==> config.mk <==
export PLATFORM = sky130hd
export DESIGN_NAME = csr_fetch_sequencer
export DESIGN_NICKNAME = d
export VERILOG_FILES = /design/src/rtl/csr_fetch_sequencer.sv
export SDC_FILE = /design/constraint.sdc
export NUM_CORES = 1
export LEC_CHECK = 0
export ABC_AREA = 1
export CORE_MARGIN = 5
export CORE_UTILIZATION = 55
export DETAILED_ROUTE_END_ITERATION = 8
export PLACE_DENSITY_LB_ADDON = 0.12
export SETUP_SLACK_MARGIN = 0.5
export SLEW_MARGIN = 0
export SYNTH_ARGS = -nofsm -noshare
export SYNTH_HDL_FRONTEND = slang
export SYNTH_SLANG_ARGS = --single-unit
export TNS_END_PERCENT = 20
==> constraint.sdc <==
create_clock -name Clk -period 4.78 [get_ports Clk]
set_input_delay 0.956 -clock Clk [delete_from_list [all_inputs] [get_ports Clk]]
set_output_delay 0.956 -clock Clk [all_outputs]
set_load 0.05 [all_outputs]
==> src/rtl/csr_fetch_sequencer.sv <==
// rtl/csr_fetch_sequencer.sv - CSR walker feeding (value, vector) pairs to the SpMV MAC
// Optional HHT_RPTR_REUSE_EN: carry a row's end pointer forward as the next row's start.
module csr_fetch_sequencer #(
    parameter int AW     = 32,
    parameter int DW     = 32,
    parameter int NROW_W = 16
) (
    input  logic              Clk,
    input  logic              Rst,
    input  logic              start,
    input  logic [AW-1:0]     row_base,
    input  logic [AW-1:0]     col_base,
    input  logic [AW-1:0]     val_base,
    input  logic [AW-1:0]     vec_base,
    input  logic [NROW_W-1:0] nrows,
    output logic [AW-1:0]     addr1,
    input  logic [DW-1:0]     dataIn1,
    output logic [AW-1:0]     addr2,
    input  logic [DW-1:0]     dataIn2,
    output logic              pair_valid,
    input  logic              pair_ready,
    output logic [DW-1:0]     mat_val,
    output logic [DW-1:0]     vec_val,
    output logic              row_last,
    output logic [NROW_W-1:0] row_idx,
    output logic              busy,
    output logic              done
);

    typedef enum logic [2:0] {
        S_IDLE, S_RPTR0, S_RPTR1, S_COL, S_VEC, S_EMIT, S_DONE
    } state_t;

    state_t state, next_state;

    logic [AW-1:0]     row_base_q, col_base_q, val_base_q, vec_base_q;
    logic [NROW_W-1:0] nrows_q, r_q;
    logic [DW-1:0]     k_q, end_q, col_q, mval_q, vval_q;
    logic              empty_q;

    logic more_in_row, more_rows, xfer;
    assign more_in_row = !empty_q && ((k_q + DW'(1)) < end_q);
    assign more_rows   = (r_q + NROW_W'(1)) < nrows_q;
    assign xfer        = (state == S_EMIT) && pair_ready;

    always_ff @(posedge Clk) begin
        if (Rst) state <= S_IDLE;
        else     state <= next_state;
    end

    always_comb begin
        next_state = state;
        case (state)
            S_IDLE:  if (start) next_state = (nrows == '0) ? S_DONE : S_RPTR0;
            S_RPTR0: next_state = S_RPTR1;
            S_RPTR1: next_state = (k_q < dataIn1) ? S_COL : S_EMIT;
            S_COL:   next_state = S_VEC;
            S_VEC:   next_state = S_EMIT;
            S_EMIT: begin
                if (pair_ready) begin
                    if (more_in_row)
                        next_state = S_COL;
                    else if (more_rows)
`ifdef HHT_RPTR_REUSE_EN
                        next_state = S_RPTR1;
`else
                        next_state = S_RPTR0;
`endif
                    else
                        next_state = S_DONE;
                end
            end
            S_DONE:  next_state = S_IDLE;
            default: next_state = S_IDLE;
        endcase
    end

    always_ff @(posedge Clk) begin
        if (Rst) begin
            row_base_q <= '0;
            col_base_q <= '0;
            val_base_q <= '0;
            vec_base_q <= '0;
            nrows_q    <= '0;
            r_q        <= '0;
            k_q        <= '0;
            end_q      <= '0;
            col_q      <= '0;
            mval_q     <= '0;
            vval_q     <= '0;
            empty_q    <= 1'b0;
        end else begin
            case (state)
                S_IDLE: if (start) begin
                    row_base_q <= row_base;
                    col_base_q <= col_base;
                    val_base_q <= val_base;
                    vec_base_q <= vec_base;
                    nrows_q    <= nrows;
                    r_q        <= '0;
                    k_q        <= '0;
                end
                S_RPTR0: k_q <= dataIn1;
                S_RPTR1: begin
                    end_q <= dataIn1;
                    // An empty or malformed row still emits one zero marker pair.
                    if (dataIn1 <= k_q) begin
                        empty_q <= 1'b1;
                        mval_q  <= '0;
                        vval_q  <= '0;
                    end else begin
                        empty_q <= 1'b0;
                    end
                end
                S_COL: begin
                    col_q  <= dataIn1;
                    mval_q <= dataIn2;
                end
                S_VEC: vval_q <= dataIn2;
                S_EMIT: if (xfer) begin
                    if (more_in_row) begin
                        k_q <= k_q + DW'(1);
                    end else if (more_rows) begin
                        r_q <= r_q + NROW_W'(1);
`ifdef HHT_RPTR_REUSE_EN
                        k_q <= end_q;
`endif
                    end
                end
                default: ;
            endcase
        end
    end

    always_comb begin
        addr1      = '0;
        addr2      = '0;
        pair_valid = 1'b0;
        mat_val    = '0;
        vec_val    = '0;
        row_last   = 1'b0;
        row_idx    = '0;
        busy       = (state != S_IDLE);
        done       = 1'b0;
        case (state)
            S_RPTR0: addr1 = row_base_q + AW'(r_q);
            S_RPTR1: addr1 = row_base_q + AW'(r_q) + AW'(1);
            S_COL: begin
                addr1 = col_base_q + AW'(k_q);
                addr2 = val_base_q + AW'(k_q);
            end
            S_VEC:   addr2 = vec_base_q + AW'(col_q);
            S_EMIT: begin
                pair_valid = 1'b1;
                mat_val    = mval_q;
                vec_val    = vval_q;
                row_last   = empty_q || ((k_q + DW'(1)) == end_q);
                row_idx    = r_q;
            end
            S_DONE:  done = 1'b1;
            default: ;
        endcase
    end

endmodule
==> flow_summary_export.csv <==
group,metric,value,unit
sta,period_share,96.9,%
critical_path,path_cells,"buf_6, nand3_2, nor4_2, nand4_1, or2_4, nand2_1, inv_1, ha_1, nand2_1, nor2_2, nand4_1, nor4_2, buf_4, a21oi_2, nor2_2, buf_12",
floorplan,design.core.area,44100,µm²
logic_synthesis,ys_seq_elements,324,
sta,tightest_slew,1040,ps
logic_synthesis,synth_edf_count,0,
clock_network,htreeDepth,2,
finish,drive_gt1_share,11.1,%
logic_synthesis,synthesis.area,24500,µm²
pwr,power_density,448,nW/µm²
drt,viasPerCell,5.72,
sta,finalHoldViolCount,0,
critical_path,cp.arrival,3680,ps
logic_synthesis,synthDistinctLibCells,54,
sta,setup_ws,149,ps
finish,num-fill-cells,3970,
drt,drtPass1Iterations,6,
finish,fin_nets,4692,
place,hpwl,71.3,mm
sta,fmax,216,MHz
clock_network,cts_max_path_buffers,3,
place,gp_congestion,1.04,
drt,drt_iter0_drc,2855,
pwr,vdd_drop_max,391,µV
floorplan,rows,77,
drt,wl,94.5,mm
critical_path,cpPeakStageDelay,410,ps
logic_synthesis,ys.flop_type,"dfxtp_1",
sta,clock-skew-final,15.2,ps
clock_network,numCtsBuffers,39,
critical_path,cp_top_family,"simple AND/OR/NAND/NOR gates",
sta,fin_crit,4630,ps
sta,final_max_slew_viol_count,0,
drt,drcViolationCount,0,
logic_synthesis,yosysMostFrequentCell,"nand2_1",
place,port_buffers,359,
clock_network,path_clk_slew,60,ps
job,max_cap_viol_count,0,
sta,slew_headroom,30.6,%
finish,regArea,6570,µm²
critical_path,endpoint_kind,"output port",
grt,grt_max_degree,125,
clock_network,clk_latency,580,ps
floorplan,die_area,48800,µm²
grt,grt_first_pass_wirelength,144,mm
sta,fin_tns_setup,0,ps
logic_synthesis,yosys_warnings,0,
critical_path,critPathMaxFanout,6,
grt,grt_usage,36.2,%
place,dp_slack,337,ps
floorplan,start_util,55.5,%
logic_synthesis,syn_nets,4350,
clock_network,cts_tree,"yes",
clock_network,cts_sinks,324,
logic_synthesis,async_flop_share,0,%
grt,overflow,0,
logic_synthesis,synth.avg_cell_area,6.21,µm²
finish,syn2layout_area_growth,27.4,%
min_path,holdCritPathClass,"flop to flop",
logic_synthesis,synth_top_area_cell,"dfxtp_1",
pwr,p_leak,0.0136,µW
logic_synthesis,synth_top_cell_area_share,26.5,%
clock_network,cts_root_buffer,"clkbuf_16",
critical_path,start_kind,"flop",
outcome,status,"finished clean",
floorplan,num_io_pins,360,
grt,antenna_found_initial,1,
finish,num_antenna_cells,0,
logic_synthesis,synth_area_leaders,"dfxtp_1 (26%), nand2_1 (15%), a21oi_1 (10%), ha_1 (9.8%), inv_1 (7.6%)",
drt,wl_per_cell,19.3,µm
finish,multi_input_area,16300,µm²
drt,vias,28072,
logic_synthesis,ys_seq_area_share,26.5,%
critical_path,required,3820,ps
sta,rsz0062_at_grt,"yes",
critical_path,path_class,"flop to output port",
sta,setup_violations,0,
logic_synthesis,synthCells,3943,
critical_path,slowest_stage,"dfxtp_2",
drt,ant_nets,0,
logic_synthesis,synthTopCellsByCount,"nand2_1 (977), a21oi_1 (499), inv_1 (494)",
grt,grt_pass1_vias,25898,
floorplan,die_y,221,µm
floorplan,die_x,221,µm
critical_path,crit_buf_inv,4,
layout make-up:
cell class                      instances  share of cell area (%)
Clock inverter                         22                   0.826
Sequential cell                       324                    21.1
Tap cell                              592                    2.38
Multi-Input combinational cell       2957                    52.2
Inverter                              510                    6.18
Clock buffer                           47                    3.45
Timing Repair Buffer                  453                    13.9
worst reg2reg max path: cells and delay by family (launching register included):
family,cells,cell delay [ps]
flops,1,410
simple gates,13,2190
buf+inv,4,660
fa+ha+maj,1,280
compound gates,2,330
registers in the layout, indices dropped and copies added (netlist names):
name        flops
nrows_q        16
col_q          32
end_q          32
empty_q         1
mval_q         32
vval_q         32
row_base_q     32
vec_base_q     32
state           3
val_base_q     32
r_q            16
col_base_q     32
k_q            32
final timing paths:
kind | start | to | slack (ps) | cells past startpoint
max reg2reg | k_q[21] | r_q[5] | 780 | 20
max | k_q[21] | row_last | 150 | 16
min | mval_q[4] | mval_q[4] | 460 | 2
min reg2reg | mval_q[4] | mval_q[4] | 460 | 2
cells in the final DEF, fill, tap and decap left out, drive strengths merged, types with 12 or more instances in the layout:
cell type and n:
a21boi 12, a21o 21, a21oi 500, buf 123
clkbuf 54, clkdlybuf4s50 307, clkinv 18, dfxtp 324
ha 191, inv 505, nand2 994, nand3 314
nand4 57, nor2 364, nor3 50, nor4 22
o211ai 15, o21a 12, o21ai 250, o22ai 18
or2 29, xor2 37
cells by family after synthesis:
kind of cell | count (synthesis) | share of synthesized area [%]
XOR/XNOR | 43 | 1.54
adder cells (fa/ha/maj) | 195 | 10.1
AO/OA/AOI/OAI | 872 | 19.1
AND/OR/NAND/NOR | 1847 | 32.5
buffers and inverters | 662 | 10.3
flip-flops | 324 | 26.5
layer usage:
layer  share of wire [%]  vias up  track usage (%)
met5               0.014        -                0
met4                 4.9        2             14.4
met3                 8.2      247             5.22
met2                  47     1242             61.5
met1                  40    12879             46.5
li1                    -    13702                -
per-stage QoR:
step           power [µW]  utilization, %  cells  instance area, µm²  hold slack, ps
2_1_floorplan        8140               -   3943               24500             435
3_5_place_dp        10200            64.8   4789               28600             453
6_report            14000            70.7   4905               31200             462
3_3_place_gp        10100            64.8   4789               28600             449
5_1_grt             14800            70.7   4905               31200             476
4_1_cts             13400            68.7   4873               30300             463
power by group:
group / internal (µW) / leakage, µW / total, µW / switching, µW
Clock: 1840 / 0.000656 / 3140 / 1300
Combinational: 2300 / 0.0103 / 7020 / 4720
Sequential: 3270 / 0.00266 / 3800 / 536
Total: 7400 / 0.0136 / 14000 / 6550
timing repair:
| action | CTS | global route |
|---|---|---|
| hold buffers | 0 | 0 |
| pin swaps | 17 | 56 |
| hold endpoints to repair | 0 | 0 |
| buffers inserted | 15 | 32 |
| setup endpoints to repair | 56 | 57 |
| resized for setup | 159 | 197 |
Power figures use the tool's default switching activity.
